$ cat src/rtl/mux_arbiter_pkg.sv
// Shared types and constants for the two-source round-robin mux arbiter.
package mux_arbiter_pkg;

  typedef enum logic [1:0] {
    IDLE    = 2'd0,
    GRANT_A = 2'd1,
    GRANT_B = 2'd2
  } state_t;

  localparam logic SRC_A  = 1'b0;
  localparam logic SRC_B  = 1'b1;
  localparam int   HOLD_W = 4;

endpackage

$ cat src/rtl/mux_arbiter_mux_w.sv
// DATA_W-wide 2:1 data mux; sel = 0 picks a, sel = 1 picks b.
module mux_w #(
  parameter int W = 8
) (
  input  logic         sel,
  input  logic [W-1:0] a,
  input  logic [W-1:0] b,
  output logic [W-1:0] y
);

  assign y = sel ? b : a;

endmodule

$ cat src/rtl/mux_arbiter.sv
// Two-source arbiter with a bounded-hold fairness rule feeding one output stream.
// Grant and last-served state are registered; data path is a zero-latency mux.
module mux_arbiter
  import mux_arbiter_pkg::*;
#(
  parameter int DATA_W   = 8,
  parameter int MAX_HOLD = 4
) (
  input  logic              clk,
  input  logic              rst_n,
  input  logic              req_a,
  input  logic              req_b,
  input  logic [DATA_W-1:0] data_a,
  input  logic [DATA_W-1:0] data_b,
  input  logic              out_ready,
  output logic              out_valid,
  output logic [DATA_W-1:0] out_data,
  output logic              gnt_a,
  output logic              gnt_b,
  output logic              ack_a,
  output logic              ack_b,
  output logic              sel,
  output state_t            dbg_state,
  output logic [HOLD_W-1:0] dbg_hold_cnt
);

  localparam logic [HOLD_W-1:0] HOLD_LAST = HOLD_W'(MAX_HOLD - 1);

  state_t              r_state;
  state_t              w_state_d;
  logic                r_last_served;
  logic                w_last_served_d;
  logic [HOLD_W-1:0]   r_hold_cnt;
  logic [HOLD_W-1:0]   w_hold_cnt_d;

  // Handshake: a beat moves when out_valid & out_ready; the requester keeps
  // req/data stable until its ack, and dropping req earlier withdraws it.
  assign gnt_a     = (r_state == GRANT_A);
  assign gnt_b     = (r_state == GRANT_B);
  assign sel       = gnt_b;
  assign out_valid = (gnt_a & req_a) | (gnt_b & req_b);
  assign ack_a     = gnt_a & req_a & out_ready;
  assign ack_b     = gnt_b & req_b & out_ready;

  assign dbg_state    = r_state;
  assign dbg_hold_cnt = r_hold_cnt;

  mux_w #(.W(DATA_W)) u_mux (
    .sel (sel),
    .a   (data_a),
    .b   (data_b),
    .y   (out_data)
  );

  always_ff @(posedge clk or negedge rst_n) begin
    if (!rst_n) begin
      r_state       <= IDLE;
      r_last_served <= SRC_B;
      r_hold_cnt    <= '0;
    end else begin
      r_state       <= w_state_d;
      r_last_served <= w_last_served_d;
      r_hold_cnt    <= w_hold_cnt_d;
    end
  end

  always_comb begin
    w_state_d       = r_state;
    w_last_served_d = r_last_served;
    w_hold_cnt_d    = r_hold_cnt;
    case (r_state)
      IDLE: begin
        // On a tie, the source not served last wins.
        if (req_a && (!req_b || (r_last_served == SRC_B))) begin
          w_state_d       = GRANT_A;
          w_last_served_d = SRC_A;
          w_hold_cnt_d    = '0;
        end else if (req_b) begin
          w_state_d       = GRANT_B;
          w_last_served_d = SRC_B;
          w_hold_cnt_d    = '0;
        end
      end
      GRANT_A: begin
        if (!req_a) begin
          if (req_b) begin
            w_state_d       = GRANT_B;
            w_last_served_d = SRC_B;
          end else begin
            w_state_d = IDLE;
          end
          w_hold_cnt_d = '0;
        end else if (out_ready) begin
          if (r_hold_cnt >= HOLD_LAST) begin
            // Saturate while B is quiet; hand over once it is waiting.
            if (req_b) begin
              w_state_d       = GRANT_B;
              w_last_served_d = SRC_B;
              w_hold_cnt_d    = '0;
            end
          end else begin
            w_hold_cnt_d = r_hold_cnt + 1'b1;
          end
        end
      end
      GRANT_B: begin
        if (!req_b) begin
          if (req_a) begin
            w_state_d       = GRANT_A;
            w_last_served_d = SRC_A;
          end else begin
            w_state_d = IDLE;
          end
          w_hold_cnt_d = '0;
        end else if (out_ready) begin
          if (r_hold_cnt >= HOLD_LAST) begin
            if (req_a) begin
              w_state_d       = GRANT_A;
              w_last_served_d = SRC_A;
              w_hold_cnt_d    = '0;
            end
          end else begin
            w_hold_cnt_d = r_hold_cnt + 1'b1;
          end
        end
      end
      default: begin
        w_state_d    = IDLE;
        w_hold_cnt_d = '0;
      end
    endcase
  end

endmodule

$ cat config.mk
export PLATFORM = sky130hd
export DESIGN_NAME = mux_arbiter
export DESIGN_NICKNAME = d
export VERILOG_FILES = /design/src/rtl/mux_arbiter_pkg.sv /design/src/rtl/mux_arbiter_mux_w.sv /design/src/rtl/mux_arbiter.sv
export SDC_FILE = /design/constraint.sdc
export NUM_CORES = 1
export LEC_CHECK = 0
export ABC_AREA = 1
export CORE_MARGIN = 4
export CORE_UTILIZATION = 55
export DETAILED_ROUTE_END_ITERATION = 10
export DONT_BUFFER_PORTS = 1
export PLACE_DENSITY = 0.7
export SLEW_MARGIN = 20
export SYNTH_ARGS = -nofsm -noshare
export SYNTH_HDL_FRONTEND = slang
export SYNTH_SLANG_ARGS = --single-unit
export TNS_END_PERCENT = 20
$ cat constraint.sdc
create_clock -name clk -period 3.7 [get_ports clk]
set_clock_uncertainty 0.15 [all_clocks]
set_input_delay 0.37 -clock clk [delete_from_list [all_inputs] [get_ports clk]]
set_output_delay 0.37 -clock clk [all_outputs]
set_load 0.02 [all_outputs]
Word level (Yosys, flattened, before mapping). Cells that the tools add are included.

Register bits: 7. Latch bits: 0. Bits in writable memories: 0. Bits in read-only memories: 0. Input port bits: 21. Output and inout port bits: 20. Word-level logic and storage cells: 59. Memories kept: 0.

Add/subtract/negate cells: 1. Multipliers: 0. Div/mod/pow operators: 0. $lt $le $gt $ge: 1. Eq/ne operators: 8. Shifts and indexed selects: 0. Multiplexer cells: 33. Bitwise operators: 5. Reduce and logical (&&, ||, !) cells: 8.

Operators with widths (count): 2-to-1 mux 4 bit (9); 2-to-1 mux 2 bit (10); one-hot mux 4 bit (3 select lines) (1); 2-to-1 mux 1 bit (10); AND reduction 5 bit (2); != test 3 bit, second input constant (3); 2-to-1 mux 8 bit (1); != test 3 x 2 -> 1 bit, second input constant (2); one-hot mux 2 bit (3 select lines) (1); adder 4 x 1 -> 4 bit, second input constant (1); AND 1 bit (4); greater-or-equal comparator 4 x 2 -> 1 bit, second input constant (1); != test 4 bit, second input constant (1); one-hot mux 1 bit (3 select lines) (1); AND reduction 3 bit (1); nonzero test 3 bit (1); equality test 2 x 1 -> 1 bit, second input constant (1); equality test 2 bit, second input constant (1); logical NOT 2 bit (1); logical AND 1 bit (1); logical NOT 1 bit (1); logical OR 1 bit (1); OR 1 bit (1).

Logic depth before layout (Yosys ltp).
Depth in word-level cells: 5. Gate-level depth with buffers: 10. Depth with buffers taken out: 10.

Cells and area by module. Synthesis repeated with hierarchy kept, for this count alone.

Cells, all modules: 122. Area, all modules: 730.7 µm².

By module, submodules not included: mux_arbiter (times used 1, cells an instance 96, area each 625.6 µm², seq. area each 176.4 µm²); mux_w (times used 1, cells an instance 26, area each 105.1 µm², seq. area each 0.0 µm²).

Worst setup path before layout. No wires, ideal clock.

Path kind: reg2out. Start: register r_state[0], in the netlist dbg_state[0]. End: output port out_data[0]. Arrival time: 1654 ps. Required time: 3180 ps. Setup slack: 1526 ps. Cell stages (with the launch flop): 5. Path buffers: 1. Path through: dfrtp_1 > inv_1 > ha_1 > buf_2 > mux2_2.

Word-level cells in the longest chain between the ends: 2.

Ends and longest elaborated chain: start, declared (line mux_arbiter.sv:29) `state_t r_state;`; start signal, assigned (line mux_arbiter.sv:61) `r_state <= w_state_d;`; equality test 2 bit (line mux_arbiter.sv:39) `assign gnt_b = (r_state == GRANT_B);`; named net gnt_b (line mux_arbiter.sv:19) `output logic gnt_b,`; 2-to-1 mux 8 bit (line mux_arbiter_mux_w.sv:11) `assign y = sel ? b : a;`; end, declared (line mux_arbiter.sv:17) `output logic [DATA_W-1:0] out_data,`.

The timed path passes the listed nets, and every way through them passes these cells.

Worst setup path in the final report.
Start: register r_state[0], in the netlist dbg_state[0]. End: output port out_data[4].

Word-level cells in the longest chain between the ends: 2.

Ends and longest elaborated chain (line): equality test 2 bit (mux_arbiter.sv:39); 2-to-1 mux 8 bit (mux_arbiter_mux_w.sv:11).

No other way between the ends.

==> impl_summary.txt <==
----------------------------------------------------
[Logic synthesis]
  Main combinational cell family by area after synthesis ... simple AND/OR/NAND/NOR gates
  Average cell area after synthesis ... 6.847 um^2
  Distinct cell type count of the synthesized netlist ... 22
  Proportion of synthesized area in mux cells ... 11.96%
  Total nets after synthesis ... 136
  Yosys top cell by area ... dfrtp_1
  Fraction of synthesized cell area taken by the top area cell type ... 19.93%
  Cell area after synthesis ... 753.2 um^2
  Share of synthesized cell area in full adder, half adder and majority cells ... 8.306%
  Synthesized-area fraction occupied by xor and xnor cells ... 0%
  Count of state elements after synthesis ... 7
  Warnings, synthesis ... 0
  Cells taking the most area after synthesis ... dfrtp_1 20%, nand2_1 17%, mux2_2 12%, ha_1 8.3%, inv_1 6.0%
  Instance count of the mapped netlist ... 110
  Register area share after synthesis ... 23.42%
  Post-synthesis simple-gate area fraction ... 39.20%
  Compound-Gate Fraction of Synth Area ... 7.973%

[GRT]
  GR met1 Demand/Resource ... 24.32%
  Largest net degree at the start of global routing ... 12
  Number of antenna violations at the first check in global routing ... 0
  Most congested layer reported by global routing ... met2
  Overflow after GRT ... 0
  Global-route wire length before repair ... 2.670 mm
  Number of global-route vias before repair ... 618
  Met2 Track Usage GR ... 27.68%
  Global-route track usage on met3 ... 4.382%
  Overall Global Routing Usage ... 17.30%

[Placement]
  Routability Congestion ... 0.8690
  HPWL after DPL ... 1.414 mm
  Placed instance count ... 123
  Number of port buffers ... 0

[Die]
  Starting utilization of the core area ... 57.88%
  Die Width ... 45.01 um
  Core footprint ... 1301 um^2
  Die H ... 45.01 um
  I/O pin count ... 41
  Number of placement rows ... 13
  Die area ... 2025 um^2

[CTS]
  TritonCTS clock tree ... yes
  Root buffer cell ... clkbuf_4
  Insertion delay to the later sink of the worst-skew pair ... 0.24 ns
  Post-cts resize count ... 0
  Clock Tree Buf Depth ... 2
  Number of buffers added by the clock tree synthesis step ... 3
  H-Tree Level Count ... 1
  CTS clk-pin slew, worst paths ... 0.05 ns
  Number of sinks handled by clock tree synthesis ... 7

[STA]
  Setup TNS after final layout ... 0 ns
  FMAX ... 412.6 MHz
  Worst slew margin relative to its limit ... 71.96%
  Final cycle utilization of the critical path ... 65.50%
  Number of failing setup endpoints in the final timing report ... 0
  RSZ-0062 raised after global routing ... false
  Pin slew with the least headroom to its limit ... 0.4206 ns
  Final-report max-slew violation count ... 0
  Final period demand of the worst path ... 2.423 ns
  Final Hold Vio Count ... 0

[Setup path]
  Largest incremental delay on the critical path ... 0.49 ns
  Capturing element type of the critical path ... primary output
  Count of cells along the worst register-to-register path ... 7
  Setup slack on the worst flop-to-flop path ... 1.63 ns
  Critical path type ... reg -> out
  Arrival @ worst endpoint ... 1.90 ns
  CP Launch Type ... flop
  Crit-path max FO ... 10
  Critical Path, Cell by Cell ... inv_1 > ha_1 > buf_4 > mux2_2
  Endpoint of the worst-slack reg-to-reg timing path ... dbg_state[1]
  Critical path endpoint ... out_data[4]
  Required time of the critical path ... 3.18 ns
  Startpoint of the most critical register-to-register path ... dbg_state[1]
  Slowest cell on crit path ... dfrtp_1
  Launch point of the critical path ... dbg_state[0]

[Power]
  Switching share of total power ... 53.36%
  Sw power ... 300.2 uW
  Internal power ... 262.5 uW
  Overall power ... 562.7 uW
  Worst IR Drop VDD ... 0.0004428 V
  Clock share of power ... 11.6%
  Register share of total power ... 26.4%
  Power Dens Cells ... 707.2 nW/um^2
  Combinational share of power ... 62.0%
  Leakage dissipation ... 0.0004349 uW

[Outcome]
  Status ... finished clean

[Layout]
  Number of diodes ... 0
  Post-layout instance count excluding filler cells ... 128
  Area of combinational cells with multiple inputs ... 508.0 um^2
  Sequential cell area in the final layout ... 176.4 um^2
  NumNets Final ... 140
  Proportion of layout cells with a drive suffix above 1 ... 19.47%
  Number of fillers in the final layout ... 135
  Post-synthesis to final-layout area growth ... 5.648%

[Routing]
  Via count ... 686
  Iteration-0 DRC count of the detailed router ... 13
  Total routed wirelength ... 1.670 mm
  DRC viols ... 0
  Drt first pass iters ... 4
  Final ANT Viol Nets ... 0
  Routed via count divided by cell count ... 5.359
  Routed len/inst ... 13.05 um

[Flow run]
  Number of max-cap violations ... 0

[Min path]
  Worst min path class ... in -> reg

----------------------------------------------------
[cell families after synthesis]
group / Yosys count
buffers and inverters: 16
adders and majority gates: 5
muxes: 8
DFF: 7
and+or+nand+nor: 64
AOI/OAI and AO/OA: 10
[through the flow]
| step | hold WS, ns | setup slack, ns | utilization, % | area [um^2] |
|---|---|---|---|---|
| 2_1_floorplan | -0.07559 | 1.526 | - | 753.2 |
| 3_3_place_gp | -0.07540 | 1.571 | 58.37 | 759.5 |
| 3_5_place_dp | -0.07542 | 1.523 | 58.37 | 759.5 |
| 4_1_cts | 0.1804 | 1.270 | 61.15 | 795.8 |
| 5_1_grt | 0.1982 | 1.181 | 61.15 | 795.8 |
| 6_report | 0.1783 | 1.277 | 61.15 | 795.8 |
[power groups by stage]
stage	Sequential, uW	Clock [uW]	Combinational (uW)
CTS	148	67.3	350
global route	153	71.9	394
floorplan	141	0	302
finish	149	65.2	349
detailed placement	149	0	345
global placement	148	0	340
[worst max-delay path, delay by kind of cell, from the launching register on]
kind | cells | cell delay [ns]
DFF | 1 | 0.49
adders and majority gates | 1 | 0.30
buffers and inverters | 2 | 0.44
muxes | 1 | 0.43
[layer usage]
| layer | wire length [um] | vias up |
|---|---|---|
| met4 | 0 | 0 |
| met1 | 728 | 312 |
| li1 | - | 358 |
| met2 | 825 | 16 |
| met5 | 0 | - |
| met3 | 116 | 0 |
[timing repair]
action	in CTS	in global routing
endpoints found under the hold margin	7	0
hold buffers	1	0
setup buffers	0	0
[cells in the final DEF (no fill, tap or decap)]
master,instances
a21boi_2,1
a21o_1,1
a21oi_1,2
buf_4,1
clkbuf_1,1
clkbuf_4,3
dfrtp_1,6
dfstp_2,1
dlygate4sd3_1,1
ha_1,5
inv_1,12
inv_2,1
mux2_2,8
nand2_1,34
nand2_2,3
nand2_4,2
nand3_1,8
nand3_2,2
nand3b_1,1
nand4_1,2
nor2_1,11
nor3_1,1
o21ai_0,5
o22ai_1,1
[worst min path at each step]
stage / start / endpoint / slack, ns / depth (start not counted)
floorplan: rst_n / dbg_hold_cnt[0] / -0.08 / 0
global placement: rst_n / dbg_hold_cnt[0] / -0.08 / 0
detailed placement: rst_n / dbg_hold_cnt[1] / -0.08 / 0
CTS: req_b / dbg_hold_cnt[2] / 0.18 / 3
global route: req_b / dbg_hold_cnt[2] / 0.20 / 3
finish: req_b / dbg_hold_cnt[2] / 0.18 / 3
[synth_stat cells (all sizes together)]
master	n
nor2	11
a21oi	2
o21ai	5
ha	5
nor3	1
nand2	39
nand3	10
a21boi	1
a21o	1
nand4	2
o22ai	1
inv	13
nand3b	1
dfstp	1
buf	3
mux2	8
dfrtp	6
[sequential cells by signal, summed over array words and instances (netlist names)]
name           count
dbg_hold_cnt       4
dbg_state          2
r_last_served      1
[area by class of cell]
| class | instances | share of cell area, % |
|---|---|---|
| multi-input cells | 87 | 63.84 |
| flip-flops and latches | 7 | 22.17 |
| inverters | 13 | 6.132 |
| clock buffers | 4 | 3.302 |
| well taps | 15 | 2.358 |
| repair buffers | 2 | 2.201 |
Note: power is estimated with default switching activity, not from simulation.
